<file path="config.mk">
export PLATFORM = sky130hd
export DESIGN_NAME = seg7_pattern_rx
export DESIGN_NICKNAME = d
export VERILOG_FILES = /design/src/rtl/seg7_pattern_rx.sv
export SDC_FILE = /design/constraint.sdc
export NUM_CORES = 1
export LEC_CHECK = 0
export CAP_MARGIN = 5
export CORE_MARGIN = 2
export CORE_UTILIZATION = 55
export DETAILED_ROUTE_END_ITERATION = 12
export GPL_TIMING_DRIVEN = 0
export PLACE_DENSITY = 0.8
export SLEW_MARGIN = 20
export SYNTH_ARGS = -nofsm -noshare
export SYNTH_HDL_FRONTEND = slang
export SYNTH_SLANG_ARGS = --single-unit
</file>
<file path="constraint.sdc">
create_clock -name clk -period 4 [get_ports clk]
set_input_delay 0.8 -clock clk [delete_from_list [all_inputs] [get_ports clk]]
set_output_delay 0.8 -clock clk [all_outputs]
set_load 0.1 [all_outputs]
</file>
<file path="src/rtl/seg7_pattern_rx.sv">
// seg7_pattern_rx: snoops an active-low 7-segment bus (bit0=a .. bit6=g),
// waits for a pattern to hold steady, decodes it back to a decimal digit and
// packs accepted digits into a BCD word (first digit in the top nibble).
module seg7_pattern_rx #(
  parameter int STABLE_CYCLES = 4,
  parameter int DIGITS        = 4
) (
  input  logic                  clk,
  input  logic                  reset,
  input  logic [6:0]            seg_in,
  input  logic                  seg_valid,
  output logic [3:0]            digit,
  output logic                  digit_valid,
  output logic                  err,
  output logic [4*DIGITS-1:0]   word,
  output logic                  word_valid,
  output logic                  busy
);

  localparam int CW = $clog2(STABLE_CYCLES + 1);
  localparam int DW = $clog2(DIGITS + 1);
  localparam int WW = 4 * DIGITS;
  localparam logic [CW-1:0] CNT_MAX   = CW'(STABLE_CYCLES);
  localparam logic [DW-1:0] DCNT_LAST = DW'(DIGITS - 1);
  // A single sample is enough to accept when the filter depth is one.
  localparam bit ONE_SHOT = (STABLE_CYCLES == 1);

  typedef enum logic [1:0] {IDLE, STABLE, HOLD} state_t;
  typedef enum logic [1:0] {K_DIGIT, K_BLANK, K_ILLEGAL} kind_t;
  typedef struct packed {
    kind_t      kind;
    logic [3:0] value;
  } decode_t;

  // Patterns are written g..a, so bit6 (segment g) is the leftmost character.
  function automatic decode_t decode(input logic [6:0] pat);
    decode_t r;
    r.kind  = K_DIGIT;
    r.value = 4'd0;
    case (pat)
      7'b1000000: r.value = 4'd0;
      7'b1111001: r.value = 4'd1;
      7'b0100100: r.value = 4'd2;
      7'b0110000: r.value = 4'd3;
      7'b0011001: r.value = 4'd4;
      7'b0010010: r.value = 4'd5;
      7'b0000010: r.value = 4'd6;
      7'b1111000: r.value = 4'd7;
      7'b0000000: r.value = 4'd8;
      7'b0010000: r.value = 4'd9;
      7'b1111111: r.kind  = K_BLANK;
      default:    r.kind  = K_ILLEGAL;
    endcase
    return r;
  endfunction

  state_t          state, state_next;
  logic [6:0]      cap, cap_next;
  logic [CW-1:0]   cnt, cnt_next, cnt_inc;
  logic            accept;
  decode_t         dec;
  logic [WW-1:0]   partial, partial_shift;
  logic [DW-1:0]   dcnt;

  // Every acceptance registers the current sample, so decode seg_in directly.
  assign dec           = decode(seg_in);
  assign partial_shift = (partial << 4) | WW'(dec.value);
  assign cnt_inc       = (cnt == CNT_MAX) ? cnt : cnt + 1'b1;
  assign busy          = (state == STABLE);

  // Next-state logic: stability filter and acceptance decision.
  always_comb begin
    // NOTE: every signal gets a default first so no path leaves one unassigned (no latch).
    state_next = state;
    cap_next   = cap;
    cnt_next   = cnt;
    accept     = 1'b0;
    case (state)
      IDLE: begin
        if (seg_valid) begin
          cap_next   = seg_in;
          cnt_next   = CW'(1);
          accept     = ONE_SHOT;
          state_next = ONE_SHOT ? HOLD : STABLE;
        end
      end
      STABLE: begin
        if (!seg_valid) begin
          cnt_next   = '0;
          state_next = IDLE;
        end else if (seg_in != cap) begin
          cap_next   = seg_in;
          cnt_next   = CW'(1);
          accept     = ONE_SHOT;
          state_next = ONE_SHOT ? HOLD : STABLE;
        end else begin
          cnt_next = cnt_inc;
          if (cnt_inc == CNT_MAX) begin
            accept     = 1'b1;
            state_next = HOLD;
          end
        end
      end
      HOLD: begin
        if (!seg_valid) begin
          cnt_next   = '0;
          state_next = IDLE;
        end else if (seg_in != cap) begin
          cap_next   = seg_in;
          cnt_next   = CW'(1);
          accept     = ONE_SHOT;
          state_next = ONE_SHOT ? HOLD : STABLE;
        end
      end
      default: state_next = IDLE;
    endcase
  end

  // State register for the filter FSM, capture register and stability count.
  always_ff @(posedge clk) begin
    // NOTE: registers use non-blocking assignments so all of them update together at the edge.
    if (reset) begin
      state <= IDLE;
      cap   <= '0;
      cnt   <= '0;
    end else begin
      state <= state_next;
      cap   <= cap_next;
      cnt   <= cnt_next;
    end
  end

  // Acceptance actions: digit update, word assembly and one-cycle pulses.
  always_ff @(posedge clk) begin
    if (reset) begin
      digit       <= '0;
      digit_valid <= 1'b0;
      err         <= 1'b0;
      word        <= '0;
      word_valid  <= 1'b0;
      partial     <= '0;
      dcnt        <= '0;
    end else begin
      digit_valid <= 1'b0;
      word_valid  <= 1'b0;
      err         <= 1'b0;
      if (accept) begin
        case (dec.kind)
          K_DIGIT: begin
            digit       <= dec.value;
            digit_valid <= 1'b1;
            if (dcnt == DCNT_LAST) begin
              word       <= partial_shift;
              word_valid <= 1'b1;
              partial    <= '0;
              dcnt       <= '0;
            end else begin
              partial <= partial_shift;
              dcnt    <= dcnt + 1'b1;
            end
          end
          K_BLANK: begin
            partial <= '0;
            dcnt    <= '0;
          end
          default: begin
            err     <= 1'b1;
            partial <= '0;
            dcnt    <= '0;
          end
        endcase
      end
    end
  end

endmodule

</file>
==> results of run 1 <==
## layout by cell type, fill, tap and decap left out, drive strengths merged, types with 8 or more instances in the layout
cell type	instances
buf	11
clkbuf	13
clkdlybuf4s50	26
dfxtp	50
inv	9
mux2i	26
nand2	44
nor2	20
o22ai	9
xnor2	8
## registers in the layout, summed over array words and instances (netlist names)
signal,cells
word,16
partial,12
cap,7
digit,4
cnt,3
dcnt,3
state,2
digit_valid,1
err,1
word_valid,1
## power by group
part	internal [mW]	leakage, nW	switching, mW
logic	0.0366	0.663	0.0628
clock network	0.206	0.0618	0.176
registers	0.505	0.405	0.00449
total	0.747	1.13	0.244
## worst max-delay path: stages (launching register included)
cell and delay (ns):
dfxtp_1 0.34, inv_1 0.10, ha_1 0.19, clkdlybuf4s50_1 1.14
## worst paths after layout
| kind | depth (start not counted) | slack, ns | endpoint |
|---|---|---|---|
| worst min register to register | 2 | 0.47 | word[13] |
| worst max register to register | 8 | 1.28 | word[2] |
| worst max-delay path | 3 | 1.12 | busy |
| worst min-delay path | 2 | 0.47 | word[13] |
## stage by stage
stage / std cells / util, % / setup slack [ns]
6_report: 350 / 66.9 / 1.12
5_1_grt: 350 / 66.9 / 1.01
4_1_cts: 350 / 66.9 / 1.10
3_5_place_dp: 342 / 64.1 / 0.873
3_3_place_gp: 342 / 64.1 / 0.884
2_1_floorplan: 264 / - / 1.42
## cells by family (layout without fill, tap and decap cells)
group / count (synthesis) / after routing / synth area share, %
compound gates: 47 / 47 / 15.9
xor+xnor: 9 / 9 / 3.22
fa+ha+maj: 7 / 7 / 3.58
buf+inv: 27 / 61 / 4.96
flops: 50 / 50 / 40.9
mux: 26 / 26 / 10.6
simple gates: 98 / 98 / 20.8
## cell type report
class,count,area share (%)
multi-input combinational,187,45.8
sequential,50,34.6
timing repair buffer,26,9.00
buffer,18,3.03
clock buffer,6,2.85
tap,52,2.25
clock inverter,2,1.34
inverter,9,1.17
## cells in the mapped netlist, drive strengths merged, types with 2 or more instances
cell / count
a21oi: 7
a31oi: 3
and4: 2
buf: 11
clkbuf: 7
dfxtp: 50
ha: 7
inv: 8
mux2i: 26
nand2: 44
nand2b: 2
nand3: 5
nand3b: 3
nand4: 4
nor2: 20
nor2b: 2
nor3: 3
nor4b: 3
nor4bb: 3
o2111ai: 2
o211ai: 3
o21ai: 6
o21bai: 2
o22ai: 9
o2bb2ai: 2
o31ai: 2
o32ai: 3
or3: 2
or4: 2
xnor2: 8
## metal layers
layer	GRT usage, %	vias to the layer above	routed length (um)
li1	-	1009	-
met1	27.9	936	2380
met2	33.7	49	2280
met3	3.56	11	226
met4	8.18	0	74
met5	0	-	0
==> flow_summary.ini, run 1 <==
[run_status]
run_status = complete, no violations

[floorplanning]
core-area_mm2 = 0.00432
effective_utilization_at_floorplan_pct = 56.6
fp.dieW_um = 70.7
rows = 24
floorplan.die_area_mm2 = 0.00500
ioPinCount = 34
fp.dieH_um = 70.7

[finish]
final-seq-area_mm2 = 0.00100
fillerInstances = 369
post-route-cell-area_mm2 = 0.00289
area_delta_synth_final_pct = 18.3
insertedDiodeCount = 0
final_net_count = 314
footprint_of_the_multi_input_gates_mm2 = 0.00132
layout-drive-gt1-share_pct = 10.1

[job]
timing.max_cap.violations = 0

[clock_network]
cts_num_sinks = 50
worst_setup_hold_path_clk_slew_ns = 0.10
post-cts-setup-buffer-count = 0
cts_max_path_buffers = 2
post_cts.resized_instances = 0
worstSkewPairLatency_ns = 0.30
clock-root-buffer = clkbuf_8
cts.htree.levels = 2
cts_hold_buf = 0
cts-buffers-inserted = 5
tritoncts = built

[global_route]
grt_pass1_wl_um = 8460
global_route.usage.total_pct = 20.9
antenna_found_initial = 0
grt_start_max_net_pins = 17
grt_remaining_overflow = 0
first_global_vias = 1836

[yosys]
synth_largest_area_cell = dfxtp_1
number_of_enable_flip_flop_cells_after_synthesis = 0
synth_area_per_cell_um2 = 9.27
postSynth.asyncResetShare_pct = 0
postSynthRegisterBits = 50
area_of_the_mapped_netlist_mm2 = 0.00245
synth_top_cell_area_share_pct = 40.9
ys.warnings.count = 0
postSynthCellCount = 264
yosys_most_used_dff = dfxtp_1
synth-seq-area-share_pct = 40.9
synth_top_cells_by_area = dfxtp_1 (41%), mux2i_1 (11%), nand2_1 (6.8%), ha_1 (3.6%), nor2_1 (2.9%)
synth_fp_nets = 281
netlist-cell-type-count = 52

[sta]
setup-tns-final_ns = 0
max-slew-margin-rel_pct = 34.9
worst_clock_skew_ns = 0.00567
setup_viol = 0
drv_slew = 0
hold_viol_final = 0
finalHoldWorstSlack_ns = 0.466
fin_crit_ns = 2.88
final.period_utilization_pct = 72.0
timing_worst_slew_pin_value_ns = 0.974
rsz_0062_raised_after_global_routing = false
maxClockFrequency_mhz = 347

[placed_design]
detail_placement_hpwl_um = 3520
port-buffer-count = 26
dpl_cell_area_mm2 = 0.00277
place.gp.congestion = 0.783

[route]
vias_after_detailed_routing = 2005
drt-initial-drc-count = 96
ant_nets = 0
remaining_drc_errors = 0
wl_um = 4960
drtPass1Iterations = 4
routed_wire_length_per_instance_um = 14.2
via_per_instance_ratio = 5.73

[setup_path]
worst_ep_arrival_time_ns = 2.08
timing.rr.start = cnt[0]
timing.critical_path.from_type = flop
crit_path_start = state[1]
crit_fanout = 3
worstPathRequired_ns = 3.20
path_class = reg2out
cp-end-kind = primary output

[worst_hold_path]
hp-class = reg2reg
hp-start = word[13]

[power_and_ir_drop]
power.static_leakage_nw = 1.13
ir_drop_uv = 257
power_mw = 0.991
power_density_mw_per_mm2 = 342
(Power assumes the default switching activity.)
==> run 2, diff against run 1 <==
--- a/config.mk
+++ b/config.mk
@@ -7,10 +7,10 @@
 export LEC_CHECK = 0
 export CAP_MARGIN = 5
 export CORE_MARGIN = 2
-export CORE_UTILIZATION = 55
+export CORE_UTILIZATION = 54
 export DETAILED_ROUTE_END_ITERATION = 12
 export GPL_TIMING_DRIVEN = 0
-export PLACE_DENSITY = 0.8
+export PLACE_DENSITY = 0.79
 export SLEW_MARGIN = 20
 export SYNTH_ARGS = -nofsm -noshare
 export SYNTH_HDL_FRONTEND = slang
==> constraint.sdc (replaced) <==
create_clock -name clk -period 2.9 [get_ports clk]
set_input_delay 0.58 -clock clk [delete_from_list [all_inputs] [get_ports clk]]
set_output_delay 0.58 -clock clk [all_outputs]
set_load 0.1 [all_outputs]
==> flow_summary.ini, run 2 (synthesis gave the netlist of run 1 again) <==
[finish]
layout-drive-gt1-share_pct = 10.4
mostFrequentLayoutCells = dfxtp_1 (50), nand2_1 (44), mux2i_1 (26), clkdlybuf4s50_1 (26), nor2_1 (19)
post-route-util_pct = 66.5
insertedDiodeCount = 0
area_delta_synth_final_pct = 18.4
final_cell_count_no_fill = 351
layout.cells.most_common = dfxtp_1
final_net_count = 315
largest_register_ffs = 16
reg_top3 = word (16), partial (12), cap (7)
post-route-cell-area_mm2 = 0.00290
registers.top_by_ff_count = word

[sta]
worst_clock_skew_ns = 0.00887
fin_crit_ns = 2.70
final.period_utilization_pct = 93.2
timing_worst_slew_pin_value_ns = 0.983
hold_viol_final = 0
rsz_0062_raised_after_global_routing = false
setup-tns-final_ns = 0
setup_viol = 0
drv_slew = 0
finalWorstSetupSlack_ns = 0.197
maxClockFrequency_mhz = 370
finalHoldWorstSlack_ns = 0.464
max-slew-margin-rel_pct = 34.2

[clock_network]
cts_hold_buf = 0
post_cts.resized_instances = 0
worstSkewPairLatency_ns = 0.31
worst_setup_hold_path_clk_slew_ns = 0.10
tritoncts = built
clock-root-buffer = clkbuf_8
cts-buffers-inserted = 5
cts_max_path_buffers = 2
post-cts-setup-buffer-count = 0
cts_num_sinks = 50
cts.htree.levels = 2

[route]
drt-initial-drc-count = 98
via_per_instance_ratio = 5.72
remaining_drc_errors = 0
top_layer = met4
wl_met2_um = 2420
length_of_routed_met3_wiring_um = 225
routed_wire_length_per_instance_um = 14.6
vias_after_detailed_routing = 2009
ant_nets = 0
wl_met1_um = 2410
drtPass1Iterations = 4
wl_um = 5130

[global_route]
antenna_found_initial = 0
grt_start_max_net_pins = 18
global_route.usage.total_pct = 22.0
first_global_vias = 1926
grt_remaining_overflow = 0
grt_pass1_wl_um = 8930

[floorplanning]
fp.dieH_um = 71.3
fp.dieW_um = 71.3
effective_utilization_at_floorplan_pct = 56.2
floorplan.die_area_mm2 = 0.00508
core-area_mm2 = 0.00435
ioPinCount = 34
rows = 24

[setup_path]
timing.critical_path.from_type = flop
critical_path_buf_inv_count = 2
cp_cell_sequence = inv_1 > ha_1 > clkdlybuf4s50_1
path_class = reg2out
worstPathRequired_ns = 2.32
crit_family = buffers and inverters
crit_fanout = 3
critical-path-slowest-cell = clkdlybuf4s50_1
cp-end-kind = primary output
cp_slowest_stage_delay_ns = 1.16
worst_ep_arrival_time_ns = 2.12

[power_and_ir_drop]
power_density_mw_per_mm2 = 470
ir_drop_uv = 419
power.static_leakage_nw = 1.13
power_mw = 1.36

[job]
timing.max_cap.violations = 0

[placed_design]
port-buffer-count = 26
dpl.cell_count = 342
place.gp.congestion = 0.821
dpl_cell_area_mm2 = 0.00277
detailedPlace.worstSlack_ns = -0.0674
detail_placement_hpwl_um = 3650

[run_status]
run_status = complete, no violations

[worst_hold_path]
hp-class = reg2reg
[run 2: final cells by class]
class,count,area (um^2)
multi-input combinational,187,1320
sequential,50,1000
inverter,9,33.8
clock buffer,5,68.8
clock inverter,3,48.8
buffer,18,87.6
fill,365,1460
timing repair buffer,27,268
tap,52,65.1
[run 2: report_power, final]
group | leakage (nW) | switching, mW | internal (mW) | total (mW)
clock | 0.0563 | 0.259 | 0.263 | 0.522
sequential | 0.405 | 0.00652 | 0.696 | 0.702
combinational | 0.667 | 0.0874 | 0.0505 | 0.138
[run 2: final timing paths]
kind                                from        to  slack (ns)  depth (start not counted)
worst max-delay path            state[1]      busy        0.20                          3
worst min-delay path             word[8]   word[8]        0.46                          2
worst max register to register    cnt[0]  digit[3]        0.24                          8
worst min register to register   word[8]   word[8]        0.46                          2
[run 2: worst min-delay path, cell delays in order (launching register included)]
cell and delay, ns:
dfxtp_1 0.32, nand2_1 0.05, mux2i_1 0.05
[run 2: routing by layer]
metal	GRT usage, %	up-vias
li1	-	1011
met1	29.3	950
met2	36.1	43
met3	4.64	5
met4	6.29	0
met5	0	-
==> run 3, diff against run 2 <==
==> constraint.sdc (replaced) <==
create_clock -name clk -period 2.6 [get_ports clk]
set_input_delay 0.52 -clock clk [delete_from_list [all_inputs] [get_ports clk]]
set_output_delay 0.52 -clock clk [all_outputs]
set_load 0.1 [all_outputs]
==> flow_summary.ini, run 3 (synthesis gave the netlist of run 1 again) <==
[power_and_ir_drop]
power.static_leakage_nw = 1.16
power.net_switching_mw = 0.398
seq_power_share_pct = 51.6
internal_power_mw = 1.13
share_clk_of_total_power_pct = 38.4
switching_fraction_pct = 26.2
power.share.combinational_pct = 10.0
power_density_mw_per_mm2 = 519
ir_drop_uv = 467

[route]
via_per_instance_ratio = 5.75
ant_nets = 0
remaining_drc_errors = 0
drt-initial-drc-count = 120
drtPass1Iterations = 4
routed_wire_length_per_instance_um = 15.0
wl_um = 5280
vias_after_detailed_routing = 2029

[sta]
setup_viol = 0
hold_viol_final = 0
final.period_utilization_pct = 94.8
worst_clock_skew_ns = 0.00768
maxClockFrequency_mhz = 406
drv_slew = 0
fin_crit_ns = 2.46
timing_worst_slew_pin_value_ns = 0.974
finalWorstSetupSlack_ns = 0.135
rsz_0062_raised_after_global_routing = false
max-slew-margin-rel_pct = 34.9

[setup_path]
crit_fanout = 10
critical_path_buf_inv_count = 3
worstPathRequired_ns = 2.84
reg2reg_setup_slack_ns = 0.22
path_common_cell = buf_2
cp_slowest_stage_delay_ns = 0.55
timing.critical_path.from_type = primary input
path_class = in2reg
worst_ep_arrival_time_ns = 2.70
cp-end-kind = flop
cp_cell_sequence = clkdlybuf4s50_1 > buf_2 > xnor2_1 > nand4_2 > nor2_4 > o2111ai_2 > buf_2 > o22ai_1
crit_family = buffers and inverters
critical-path-slowest-cell = clkdlybuf4s50_1

[finish]
area_delta_synth_final_pct = 19.9
final_cell_count_no_fill = 353
layout-drive-gt1-share_pct = 11.6
reg_top3 = word (16), partial (12), cap (7)
final_net_count = 317
post-route-cell-area_mm2 = 0.00293
layout.cells.most_common = dfxtp_1
insertedDiodeCount = 0
post-route-util_pct = 67.4
registers.top_by_ff_count = word
largest_register_ffs = 16
mostFrequentLayoutCells = dfxtp_1 (50), nand2_1 (44), mux2i_1 (26)

[clock_network]
worstSkewPairLatency_ns = 0.31
cts_max_path_buffers = 2
cts.htree.levels = 2
cts_num_sinks = 50
clock-root-buffer = clkbuf_8
tritoncts = built
cts-buffers-inserted = 5
worst_setup_hold_path_clk_slew_ns = 0.09

[placed_design]
detailedPlace.worstSlack_ns = -0.307
detail_placement_hpwl_um = 3650
dpl_cell_area_mm2 = 0.00277
dpl.cell_count = 342
place.gp.congestion = 0.821
port-buffer-count = 26

[floorplanning]
fp.dieH_um = 71.3
effective_utilization_at_floorplan_pct = 56.2
core-area_mm2 = 0.00435
ioPinCount = 34
floorplan.die_area_mm2 = 0.00508
fp.dieW_um = 71.3
rows = 24

[global_route]
grt_remaining_overflow = 0
antenna_found_initial = 0
grt_start_max_net_pins = 18
grt_pass1_wl_um = 9020
first_global_vias = 1943
global_route.usage.total_pct = 22.2

[worst_hold_path]
hp-class = reg2reg

[job]
timing.max_cap.violations = 0

[run_status]
run_status = complete, no violations
-- run 3: path summary, 6_finish.rpt --
kind,start,endpoint,cells after the start
worst max-delay path,seg_in[1],partial[8],8
worst min-delay path,word[8],word[8],2
worst max register to register,cnt[0],digit[3],7
worst min register to register,word[8],word[8],2
-- run 3: power by group through the flow --
stage               registers, mW  logic, mW  clock network (mW)
floorplan                   0.800      0.122                   0
global placement            0.801      0.150                   0
detailed placement          0.801      0.153                   0
CTS                         0.784      0.154               0.588
global route                0.788      0.167               0.612
finish                      0.787      0.152               0.585
-- run 3: worst min-delay path, stage by stage, from the launching register on --
cell,delay [ns]
dfxtp_1,0.32
nand2_1,0.05
mux2i_1,0.06
-- run 3: timing repair --
action                     CTS  global route
resized for setup            2             2
buffers inserted             4             0
hold buffers                 0             0
pin swaps                    1             0
setup endpoints to repair   12            22
gates cloned                 0             0
-- run 3: area by class of cell --
type / count / area, um^2
buffer: 17 / 83.8
clock buffer: 5 / 68.8
clock inverter: 3 / 48.8
fill: 357 / 1420
inverter: 9 / 33.8
multi-input combinational: 187 / 1340
sequential: 50 / 1000
tap: 52 / 65.1
timing repair buffer: 30 / 289
-- run 3: per-stage QoR --
stage,total power [mW],hold slack [ns],TNS [ns]
after global routing,1.57,0.481,0
final,1.52,0.465,0
after CTS,1.53,0.465,0
after detailed placement,0.955,0.440,-5.98
after global placement,0.951,0.428,-3.94
after floorplan,0.922,0.420,0
-- run 3: layer usage --
layer  part of all wire, %  routed length [um]  vias to the layer above  GRT usage, %
met4                   1.2                  61                        0          6.29
li1                      -                   -                     1011             -
met2                    48                2530                       52          36.6
met1                    46                2440                      960          29.7
met3                   4.6                 243                        6          4.64
met5                     0                   0                        -             0
